**config.mk**
```make
export PLATFORM = sky130hd
export DESIGN_NAME = motor_drive_sequencer
export DESIGN_NICKNAME = d
export VERILOG_FILES = /design/src/rtl/motor_drive_sequencer.sv
export SDC_FILE = /design/constraint.sdc
export NUM_CORES = 1
export LEC_CHECK = 0
export BUFFER_PORTS_ARGS = -buffer_cell sky130_fd_sc_hd__buf_4
export CORE_ASPECT_RATIO = 1.75
export CORE_MARGIN = 2
export CORE_UTILIZATION = 55
export CTS_CLUSTER_SIZE = 16
export DETAILED_ROUTE_END_ITERATION = 8
export GPL_ROUTABILITY_DRIVEN = 0
export PLACE_DENSITY = 0.83
export SYNTH_ARGS = -nofsm -noshare
export SYNTH_HDL_FRONTEND = slang
export SYNTH_SLANG_ARGS = --single-unit
```
**constraint.sdc**
```tcl
create_clock -name clk -period 3.2 [get_ports clk]
set_clock_uncertainty 0.15 [all_clocks]
set_input_delay 0.32 -clock clk [delete_from_list [all_inputs] [get_ports clk]]
set_output_delay 0.32 -clock clk [all_outputs]
set_load 0.01 [all_outputs]
```
**src/rtl/motor_drive_sequencer.sv**
```systemverilog
// Two-channel H-bridge sequencer for the rover drive. It enforces coast dead-time on reversal,
// trips on filtered overcurrent with timed cool-down and retry, and latches a lockout after repeated faults.
//
// state     | meaning
// IDLE  (0) | coast, waiting for a drive or brake request
// RUN   (1) | drive latched direction, PWM enabled
// DEAD  (2) | coast for DEAD_CYCLES before a new drive direction
// BRAKE (3) | both low-side paths on (11)
// FAULT (4) | coast for COOL_CYCLES after an overcurrent trip
// LOCK  (5) | coast, fault flagged until cleared with stop request

module motor_channel #(
   parameter int DEAD_CYCLES = 100000,
   parameter int COOL_CYCLES = 50000000,
   parameter int CMP_FILTER  = 4,
   parameter int MAX_RETRY   = 3
) (
   input  logic       clk,
   input  logic       rst_n,
   input  logic [1:0] req,
   input  logic       comp,
   input  logic       clear_s,
   output logic       in1,
   output logic       in2,
   output logic       run,
   output logic       fault,
   output logic [2:0] state_code
);

   localparam int TMAX = (DEAD_CYCLES > COOL_CYCLES) ? DEAD_CYCLES : COOL_CYCLES;
   localparam int TW   = $clog2(TMAX);
   localparam int FW   = (CMP_FILTER > 1) ? $clog2(CMP_FILTER) : 1;

   localparam logic [TW-1:0] DEAD_LOAD = TW'(DEAD_CYCLES - 1);
   localparam logic [TW-1:0] COOL_LOAD = TW'(COOL_CYCLES - 1);
   localparam logic [FW-1:0] FLT_LAST  = FW'(CMP_FILTER - 1);
   localparam logic [2:0]    RETRY_LIM = 3'(MAX_RETRY);

   localparam logic [1:0] REQ_STOP  = 2'b00;
   localparam logic [1:0] REQ_FWD   = 2'b01;
   localparam logic [1:0] REQ_REV   = 2'b10;
   localparam logic [1:0] REQ_BRAKE = 2'b11;

   typedef enum logic [2:0] {
      ST_IDLE  = 3'd0,
      ST_RUN   = 3'd1,
      ST_DEAD  = 3'd2,
      ST_BRAKE = 3'd3,
      ST_FAULT = 3'd4,
      ST_LOCK  = 3'd5
   } state_t;

   state_t        state, nxt_state;
   logic          dir_rev, nxt_dir_rev;
   logic [TW-1:0] timer, nxt_timer;
   logic [2:0]    retry_cnt, nxt_retry;
   logic [FW-1:0] flt_cnt, nxt_flt;
   logic [1:0]    req_s1, req_s2;
   logic          comp_s1, comp_s2;
   logic          trip;

   always_comb begin
      nxt_state   = state;
      nxt_dir_rev = dir_rev;
      nxt_timer   = timer;
      nxt_retry   = retry_cnt;
      nxt_flt     = '0;
      trip        = (state == ST_RUN) && comp_s2 && (flt_cnt == FLT_LAST);
      case (state)
         ST_IDLE: begin
            case (req_s2)
               REQ_FWD:   begin nxt_state = ST_RUN; nxt_dir_rev = 1'b0; end
               REQ_REV:   begin nxt_state = ST_RUN; nxt_dir_rev = 1'b1; end
               REQ_BRAKE: nxt_state = ST_BRAKE;
               default:   nxt_retry = '0;
            endcase
         end
         ST_RUN: begin
            // Overcurrent outranks any simultaneous request change.
            if (trip) begin
               nxt_state = ST_FAULT;
               nxt_timer = COOL_LOAD;
               if (retry_cnt != 3'd7) nxt_retry = retry_cnt + 3'd1;
            end else begin
               case (req_s2)
                  REQ_STOP:  nxt_state = ST_IDLE;
                  REQ_BRAKE: nxt_state = ST_BRAKE;
                  REQ_FWD: begin
                     if (dir_rev) begin nxt_state = ST_DEAD; nxt_timer = DEAD_LOAD; end
                  end
                  default: begin
                     if (!dir_rev) begin nxt_state = ST_DEAD; nxt_timer = DEAD_LOAD; end
                  end
               endcase
            end
         end
         ST_DEAD: begin
            if (timer == '0) begin
               case (req_s2)
                  REQ_FWD:   begin nxt_state = ST_RUN; nxt_dir_rev = 1'b0; end
                  REQ_REV:   begin nxt_state = ST_RUN; nxt_dir_rev = 1'b1; end
                  REQ_BRAKE: nxt_state = ST_BRAKE;
                  default:   nxt_state = ST_IDLE;
               endcase
            end else begin
               nxt_timer = timer - TW'(1);
            end
         end
         ST_BRAKE: begin
            case (req_s2)
               REQ_STOP:  nxt_state = ST_IDLE;
               REQ_BRAKE: nxt_state = ST_BRAKE;
               default: begin nxt_state = ST_DEAD; nxt_timer = DEAD_LOAD; end
            endcase
         end
         ST_FAULT: begin
            if (timer == '0) nxt_state = (retry_cnt >= RETRY_LIM) ? ST_LOCK : ST_IDLE;
            else             nxt_timer = timer - TW'(1);
         end
         ST_LOCK: begin
            if (clear_s && (req_s2 == REQ_STOP)) begin
               nxt_state = ST_IDLE;
               nxt_retry = '0;
            end
         end
         default: nxt_state = ST_IDLE;
      endcase
      if ((state == ST_RUN) && (nxt_state == ST_RUN) && comp_s2) nxt_flt = flt_cnt + FW'(1);
   end

   always_ff @(posedge clk or negedge rst_n) begin
      if (!rst_n) begin
         req_s1     <= '0;
         req_s2     <= '0;
         comp_s1    <= 1'b0;
         comp_s2    <= 1'b0;
         state      <= ST_IDLE;
         dir_rev    <= 1'b0;
         timer      <= '0;
         retry_cnt  <= '0;
         flt_cnt    <= '0;
         in1        <= 1'b0;
         in2        <= 1'b0;
         run        <= 1'b0;
         fault      <= 1'b0;
         state_code <= 3'd0;
      end else begin
         req_s1     <= req;
         req_s2     <= req_s1;
         comp_s1    <= comp;
         comp_s2    <= comp_s1;
         state      <= nxt_state;
         dir_rev    <= nxt_dir_rev;
         timer      <= nxt_timer;
         retry_cnt  <= nxt_retry;
         flt_cnt    <= nxt_flt;
         // Outputs decoded from next state so they register alongside it.
         in1        <= ((nxt_state == ST_RUN) && !nxt_dir_rev) || (nxt_state == ST_BRAKE);
         in2        <= ((nxt_state == ST_RUN) && nxt_dir_rev) || (nxt_state == ST_BRAKE);
         run        <= (nxt_state == ST_RUN);
         fault      <= (nxt_state == ST_LOCK);
         state_code <= nxt_state;
      end
   end

endmodule

module motor_drive_sequencer #(
   parameter int DEAD_CYCLES = 100000,
   parameter int COOL_CYCLES = 50000000,
   parameter int CMP_FILTER  = 4,
   parameter int MAX_RETRY   = 3
) (
   input  logic       clk,
   input  logic       rst_n,
   input  logic [1:0] req_a,
   input  logic [1:0] req_b,
   input  logic       compA,
   input  logic       compB,
   input  logic       clear_fault,
   output logic       JA1,
   output logic       JA2,
   output logic       JA3,
   output logic       JA4,
   output logic       run_a,
   output logic       run_b,
   output logic [2:0] state_a,
   output logic [2:0] state_b,
   output logic       fault_a,
   output logic       fault_b
);

   logic clr_s1, clr_s2;

   always_ff @(posedge clk or negedge rst_n) begin
      if (!rst_n) begin
         clr_s1 <= 1'b0;
         clr_s2 <= 1'b0;
      end else begin
         clr_s1 <= clear_fault;
         clr_s2 <= clr_s1;
      end
   end

   motor_channel #(
      .DEAD_CYCLES(DEAD_CYCLES), .COOL_CYCLES(COOL_CYCLES),
      .CMP_FILTER(CMP_FILTER), .MAX_RETRY(MAX_RETRY)
   ) u_chan_a (
      .clk(clk), .rst_n(rst_n), .req(req_a), .comp(compA), .clear_s(clr_s2),
      .in1(JA1), .in2(JA2), .run(run_a), .fault(fault_a), .state_code(state_a)
   );

   motor_channel #(
      .DEAD_CYCLES(DEAD_CYCLES), .COOL_CYCLES(COOL_CYCLES),
      .CMP_FILTER(CMP_FILTER), .MAX_RETRY(MAX_RETRY)
   ) u_chan_b (
      .clk(clk), .rst_n(rst_n), .req(req_b), .comp(compB), .clear_s(clr_s2),
      .in1(JA3), .in2(JA4), .run(run_b), .fault(fault_b), .state_code(state_b)
   );

endmodule

```
==> results of run 1 <==
## sequential cells by signal, indices dropped and copies added, names as in the netlist, 2 cells and up
| signal | cells |
|---|---|
| u_chan_b.flt_cnt | 2 |
| u_chan_b.timer | 26 |
| u_chan_a.state_code | 3 |
| u_chan_b.state_code | 3 |
| u_chan_b.retry_cnt | 3 |
| u_chan_a.flt_cnt | 2 |
| u_chan_b.req_s1 | 2 |
| u_chan_a.req_s2 | 2 |
| u_chan_a.req_s1 | 2 |
| u_chan_a.retry_cnt | 3 |
| u_chan_b.req_s2 | 2 |
| u_chan_a.timer | 26 |
## synth_stat cells (all sizes together) (8+ instances only)
master / instances
a21oi: 45
a31oi: 14
clkbuf: 20
dfrtp: 92
ha: 24
inv: 18
nand2: 49
nand2b: 8
nand3: 14
nor2: 60
nor3: 26
nor4: 14
o21ai: 78
or3: 11
xnor2: 12
## logic make-up (layout without fill, tap and decap cells)
family	after synthesis	in the layout	synth area share [%]
AO/OA/AOI/OAI	179	179	20.2
XOR/XNOR	15	15	2.53
adder cells (fa/ha/maj)	24	24	5.79
buffers and inverters	41	80	3.33
flip-flops	92	92	44.4
multiplexers	2	2	0.386
AND/OR/NAND/NOR	228	228	23.4
## per-stage QoR
stage               setup slack (ns)  utilization [%]
finish                         0.280             64.8
global route                   0.128             64.8
CTS                            0.286             64.8
detailed placement             0.303             60.7
global placement               0.341             60.7
floorplan                      0.708                -
## power by group through the flow
stage / logic, mW / clock network (mW) / registers [mW]
6_report: 1.48 / 1.06 / 1.54
5_1_grt: 1.64 / 1.13 / 1.57
4_1_cts: 1.47 / 1.08 / 1.53
3_5_place_dp: 1.46 / 0 / 1.55
3_3_place_gp: 1.40 / 0 / 1.55
2_1_floorplan: 1.04 / 0 / 1.49
## worst paths after layout
path	startpoint	to	slack, ns	depth (start not counted)
min	u_chan_b.req_s1[0]$_DFF_PN0_	u_chan_b.req_s2[0]$_DFF_PN0_	0.20	0
min reg2reg	u_chan_b.req_s1[0]$_DFF_PN0_	u_chan_b.req_s2[0]$_DFF_PN0_	0.20	0
max reg2reg	u_chan_a.timer[8]$_DFFE_PN0P_	u_chan_a.timer[24]$_DFFE_PN0P_	0.28	6
min in group asynchronous	rst_n	u_chan_a.timer[4]$_DFFE_PN0P_	0.33	2
max	u_chan_a.timer[8]$_DFFE_PN0P_	u_chan_a.timer[24]$_DFFE_PN0P_	0.28	6
max in group asynchronous	rst_n	u_chan_b.timer[9]$_DFFE_PN0P_	1.81	3
## layout make-up
cell class,count,area [µm²]
fill,769,3200
multi-input combinational,448,2710
clock buffer,10,229
inverter,18,67.6
tap,120,150
timing repair buffer,47,373
clock inverter,5,62.6
sequential,92,2300
## per-layer routing
metal | GRT usage (%) | wire, µm | vias up
li1 | - | - | 2182
met1 | 26.2 | 4570 | 2240
met2 | 45.7 | 6780 | 115
met3 | 4.71 | 363 | 35
met4 | 13.5 | 439 | 0
met5 | 0 | 0 | -
==> summary.txt, run 1 <==
outcome: complete, no violations
flop and latch count out of synthesis: 92
area of placed instances: 5520 µm²
final-stage net count: 649
endpoints failing setup: 0
HPWL after detailed placement: 8880 µm
CP Data Required Time: 3.28 ns
GR Overflow Total: 0
Cell Pwr Density: 691 nW/µm²
first-pass GRT wire length: 20600 µm
Critical Path Fanout Max: 24
YS warnings: 0
ys async rst share: 100%
Clk pin slew, worst setup/hold paths: 0.06 ns
commonest non-fill, non-tap cell in the layout: dfrtp_1
cts repair resizes: 0
DR WL/cell: 16.4 µm
Net Count, Synth: 614
Psw: 1.59 mW
Rows: 46
die area: 10300 µm²
fraction of layout cells with a size suffix above 1: 11.0%
part of the power in registers: 37.8%
Final Instance Count excl. Fillers: 740
top cell type's share of synthesized area: 44.4%
WHS: 0.198 ns
Worst-Margin Slew: 0.636 ns
CTS tree: built
Global Route Usage Sum: 24.9%
P_int: 2.49 mW
Buf+Inv Stages, Crit Path: 0
Antenna Cells: 0
max incr delay on CP: 0.54 ns
CTS Hold Bufs: 8
Worst slew margin: 57.0%
IO Count: 23
later-pin clock latency in the skew report: 0.35 ns
PortBufs: 22
CP Launch Type: flip-flop
Via density: 6.18
Post-synth EDFFs: 0
final instance area: 5900 µm²
Max-Cap Viols: 0
RSZ-0062 raised after global routing: no
largest net degree at the start of global routing: 40
Post-CTS Setup Inserts: 0
first-iteration detailed-routing DRC count: 278
area leader, netlist: dfrtp_1
Post-Syn Area: 5190 µm²
P_leak: 2.57 nW
worst vdd ir: 0.425 mV
total power after layout: 4.07 mW
drt total wl: 12100 µm
Synth cell types: 59
cell total after placement: 717
number of global-route vias before repair: 4638
Gate power share: 36.3%
most frequent cells in the layout: 92 x dfrtp_1, 58 x nor2_1, 58 x o21ai_0
initial core utilization: 57.0%
clock share of power: 25.9%
Clk Tree Root Cell: clkbuf_16
htree depth: 3
Core Region: 9090 µm²
min-delay worst type: flip-flop to flip-flop
Fin. Hold Viols: 0
drt drc: 0
antenna violations before repair: 0
Seq/Total Area, Yosys: 44.4%
fin. max-slew vios: 0
maximum clock frequency: 342 MHz
Routed Antenna Nets: 0
die width: 77.4 µm
WP data arrival: 3.00 ns
fin crit period: 2.92 ns
WS Path Type: flip-flop to flip-flop
Die H: 132 µm
drt first pass iters: 5
Cells after Synth: 581
Synth Flop Type: dfrtp_1
switch share: 38.9%
DR vias: 4572
Crit path max-delay family: simple AND/OR/NAND/NOR gates
clock sink total: 92
setup TNS: 0 ns
clk buf depth: 2
slowest CP cell: or4_4
synth-to-layout area growth: 13.7%
crit-path cells: or4_4 -> or3_1 -> nor4_4 -> or2_2 -> or4_1 -> nand2_1
mean cell area of the mapped netlist: 8.93 µm²
Critical Path Sink Type: flip-flop
Synth area leaders: dfrtp_1 44%, ha_1 5.8%, o21ai_0 5.6%, a21oi_1 4.3%, nor2_1 4.2%
fin crit share: 91.3%
Num CTS Buffers: 9
(Power assumes the default switching activity.)
==> run 2, diff against run 1 <==
Settings changed: CTS_BUF_LIST set to sky130_fd_sc_hd__clkbuf_8.
==> run 2 against run 1 <==
Die area is the same. Register-to-register slack lost 0.02 ns. Maximum frequency shrank 0.69%. Routed wire length is essentially flat. Via count is essentially flat. Setup slack lost 0.020 ns. Sequential share of layout area grew 0.68 points. Sequential power is essentially flat. First-iteration DRC count shrank 9.4%. Hold slack gained 0.0063 ns. Final cell count is the same. Critical path depth is the same. Highest routed layer unchanged.
==> summary.txt, run 2 (synthesized netlist as in run 1, its figures left out) <==
die area: 10300 µm² (unchanged)
HPWL after detailed placement: 8880 µm (unchanged)
IO Count: 23 (unchanged)
DR vias: 4574 (+0.044%)
Worst Setup SP: u_chan_a.timer[8]$_DFFE_PN0P_
Clk Tree Root Cell: clkbuf_8
Fin. Hold Viols: 0 (unchanged)
largest net degree at the start of global routing: 40 (unchanged)
final-stage net count: 649 (unchanged)
fraction of layout cells with a size suffix above 1: 11.0% (unchanged)
clk buf depth: 2 (unchanged)
later-pin clock latency in the skew report: 0.37 ns (+0.02 ns)
Antenna Cells: 0 (unchanged)
fin crit period: 2.94 ns (+0.0204 ns)
WP data arrival: 3.05 ns (+0.05 ns)
endpoints failing setup: 0 (unchanged)
setup ws final: 0.259 ns (-0.0204 ns)
die width: 77.4 µm (unchanged)
CP Launch Type: flip-flop
Critical Path Fanout Max: 24 (unchanged)
drt total wl: 12100 µm (about the same)
Global Route Usage Sum: 24.7% (-0.13 points)
fin. max-slew vios: 0 (unchanged)
Crit path max-delay family: simple AND/OR/NAND/NOR gates
GR Overflow Total: 0 (unchanged)
Post-CTS Setup Inserts: 0 (unchanged)
Cell Pwr Density: 654 nW/µm² (-5.4%)
crit-path cells: or4_4 -> or3_1 -> nor4_4 -> or2_2 -> or4_1 -> nand2_1
Critical Path Sink Type: flip-flop
Rows: 46 (unchanged)
Clk pin slew, worst setup/hold paths: 0.09 ns (+0.03 ns)
first-iteration detailed-routing DRC count: 252 (-9.4%)
pre-CTS setup slack: 0.303 ns (unchanged)
drt drc: 0 (unchanged)
CP Data Required Time: 3.31 ns (+0.03 ns)
WS Path Type: flip-flop to flip-flop
CTS tree: built
largest registers: u_chan_a.timer (26), u_chan_b.timer (26)
area of placed instances: 5520 µm² (unchanged)
final instance area: 5790 µm² (-1.7%)
setup TNS: 0 ns (unchanged)
htree depth: 3 (unchanged)
worst vdd ir: 0.405 mV (-4.8%)
hold path start: u_chan_a.req_s1[0]$_DFF_PN0_
reg-to-reg startpoint: u_chan_a.timer[8]$_DFFE_PN0P_
min-delay worst type: flip-flop to flip-flop
P_leak: 2.53 nW (-1.6%)
first-pass GRT wire length: 20600 µm (about the same)
maximum clock frequency: 340 MHz (-0.69%)
fin crit share: 91.9% (+0.64 points)
PortBufs: 22 (unchanged)
Num CTS Buffers: 9 (unchanged)
DR WL/cell: 16.4 µm (about the same)
Worst-Margin Slew: 0.643 ns (+0.00769 ns)
commonest non-fill, non-tap cell in the layout: dfrtp_1
clock sink total: 92 (unchanged)
synth-to-layout area growth: 11.7%
antenna violations before repair: 0 (unchanged)
Die H: 132 µm (unchanged)
drt first pass iters: 7 (+2)
Core Region: 9090 µm² (unchanged)
slowest CP cell: or4_4
outcome: complete, no violations
Via density: 6.18 (about the same)
initial core utilization: 57.0% (unchanged)
most frequent cells in the layout: 92 x dfrtp_1, 58 x nor2_1, 58 x o21ai_0
Buf+Inv Stages, Crit Path: 0 (unchanged)
number of global-route vias before repair: 4693 (+1.2%)
Max-Cap Viols: 0 (unchanged)
Routed Antenna Nets: 0 (unchanged)
Worst slew margin: 56.5% (-0.52 points)
RSZ-0062 raised after global routing: no
max incr delay on CP: 0.54 ns (about the same)
[run 2: power by group]
part	leakage (nW)	total, mW	switching, mW	internal (mW)
Combinational	1.29	1.48	0.922	0.559
Clock	0.0931	0.772	0.414	0.358
Sequential	1.14	1.54	0.214	1.32
[run 2: area by class of cell]
cell class | instances | area, µm²
timing repair buffer | 47 | 373
sequential | 92 | 2300
clock inverter | 6 | 66.3
clock buffer | 9 | 124
multi-input combinational | 448 | 2710
tap | 120 | 150
inverter | 18 | 67.6
fill | 780 | 3300
[run 2: worst paths after layout]
| check | slack (ns) | depth (start not counted) | to |
|---|---|---|---|
| max | 0.26 | 6 | u_chan_a.timer[24]$_DFFE_PN0P_ |
| max reg2reg | 0.26 | 6 | u_chan_a.timer[24]$_DFFE_PN0P_ |
| min in group asynchronous | 0.30 | 2 | u_chan_a.timer[4]$_DFFE_PN0P_ |
| max in group asynchronous | 1.83 | 3 | u_chan_b.timer[9]$_DFFE_PN0P_ |
| min reg2reg | 0.20 | 0 | u_chan_a.req_s2[0]$_DFF_PN0_ |
| min | 0.20 | 0 | u_chan_a.req_s2[0]$_DFF_PN0_ |
[run 2: repair_timing]
action | in CTS | in global routing
hold buffers | 8 | 0
endpoints found under the hold margin | 44 | 0
resized for setup | 0 | 0
[run 2: stage by stage]
step | utilization (%) | total power, mW | hold WS (ns) | std cells
after floorplan | - | 2.53 | -0.126 | 581
after global placement | 60.7 | 2.95 | 0.163 | 717
after detailed placement | 60.7 | 3.01 | 0.169 | 717
after CTS | 63.7 | 3.79 | 0.205 | 740
after global routing | 63.7 | 4.05 | 0.219 | 740
final | 63.7 | 3.79 | 0.204 | 740
[run 2: metal layers]
layer / global-route usage (%) / wire length (µm) / vias up
met5: 0 / 0 / -
met4: 14.1 / 544 / 0
met3: 3.96 / 484 / 46
met2: 45.7 / 6700 / 140
met1: 26.0 / 4420 / 2208
li1: - / - / 2180
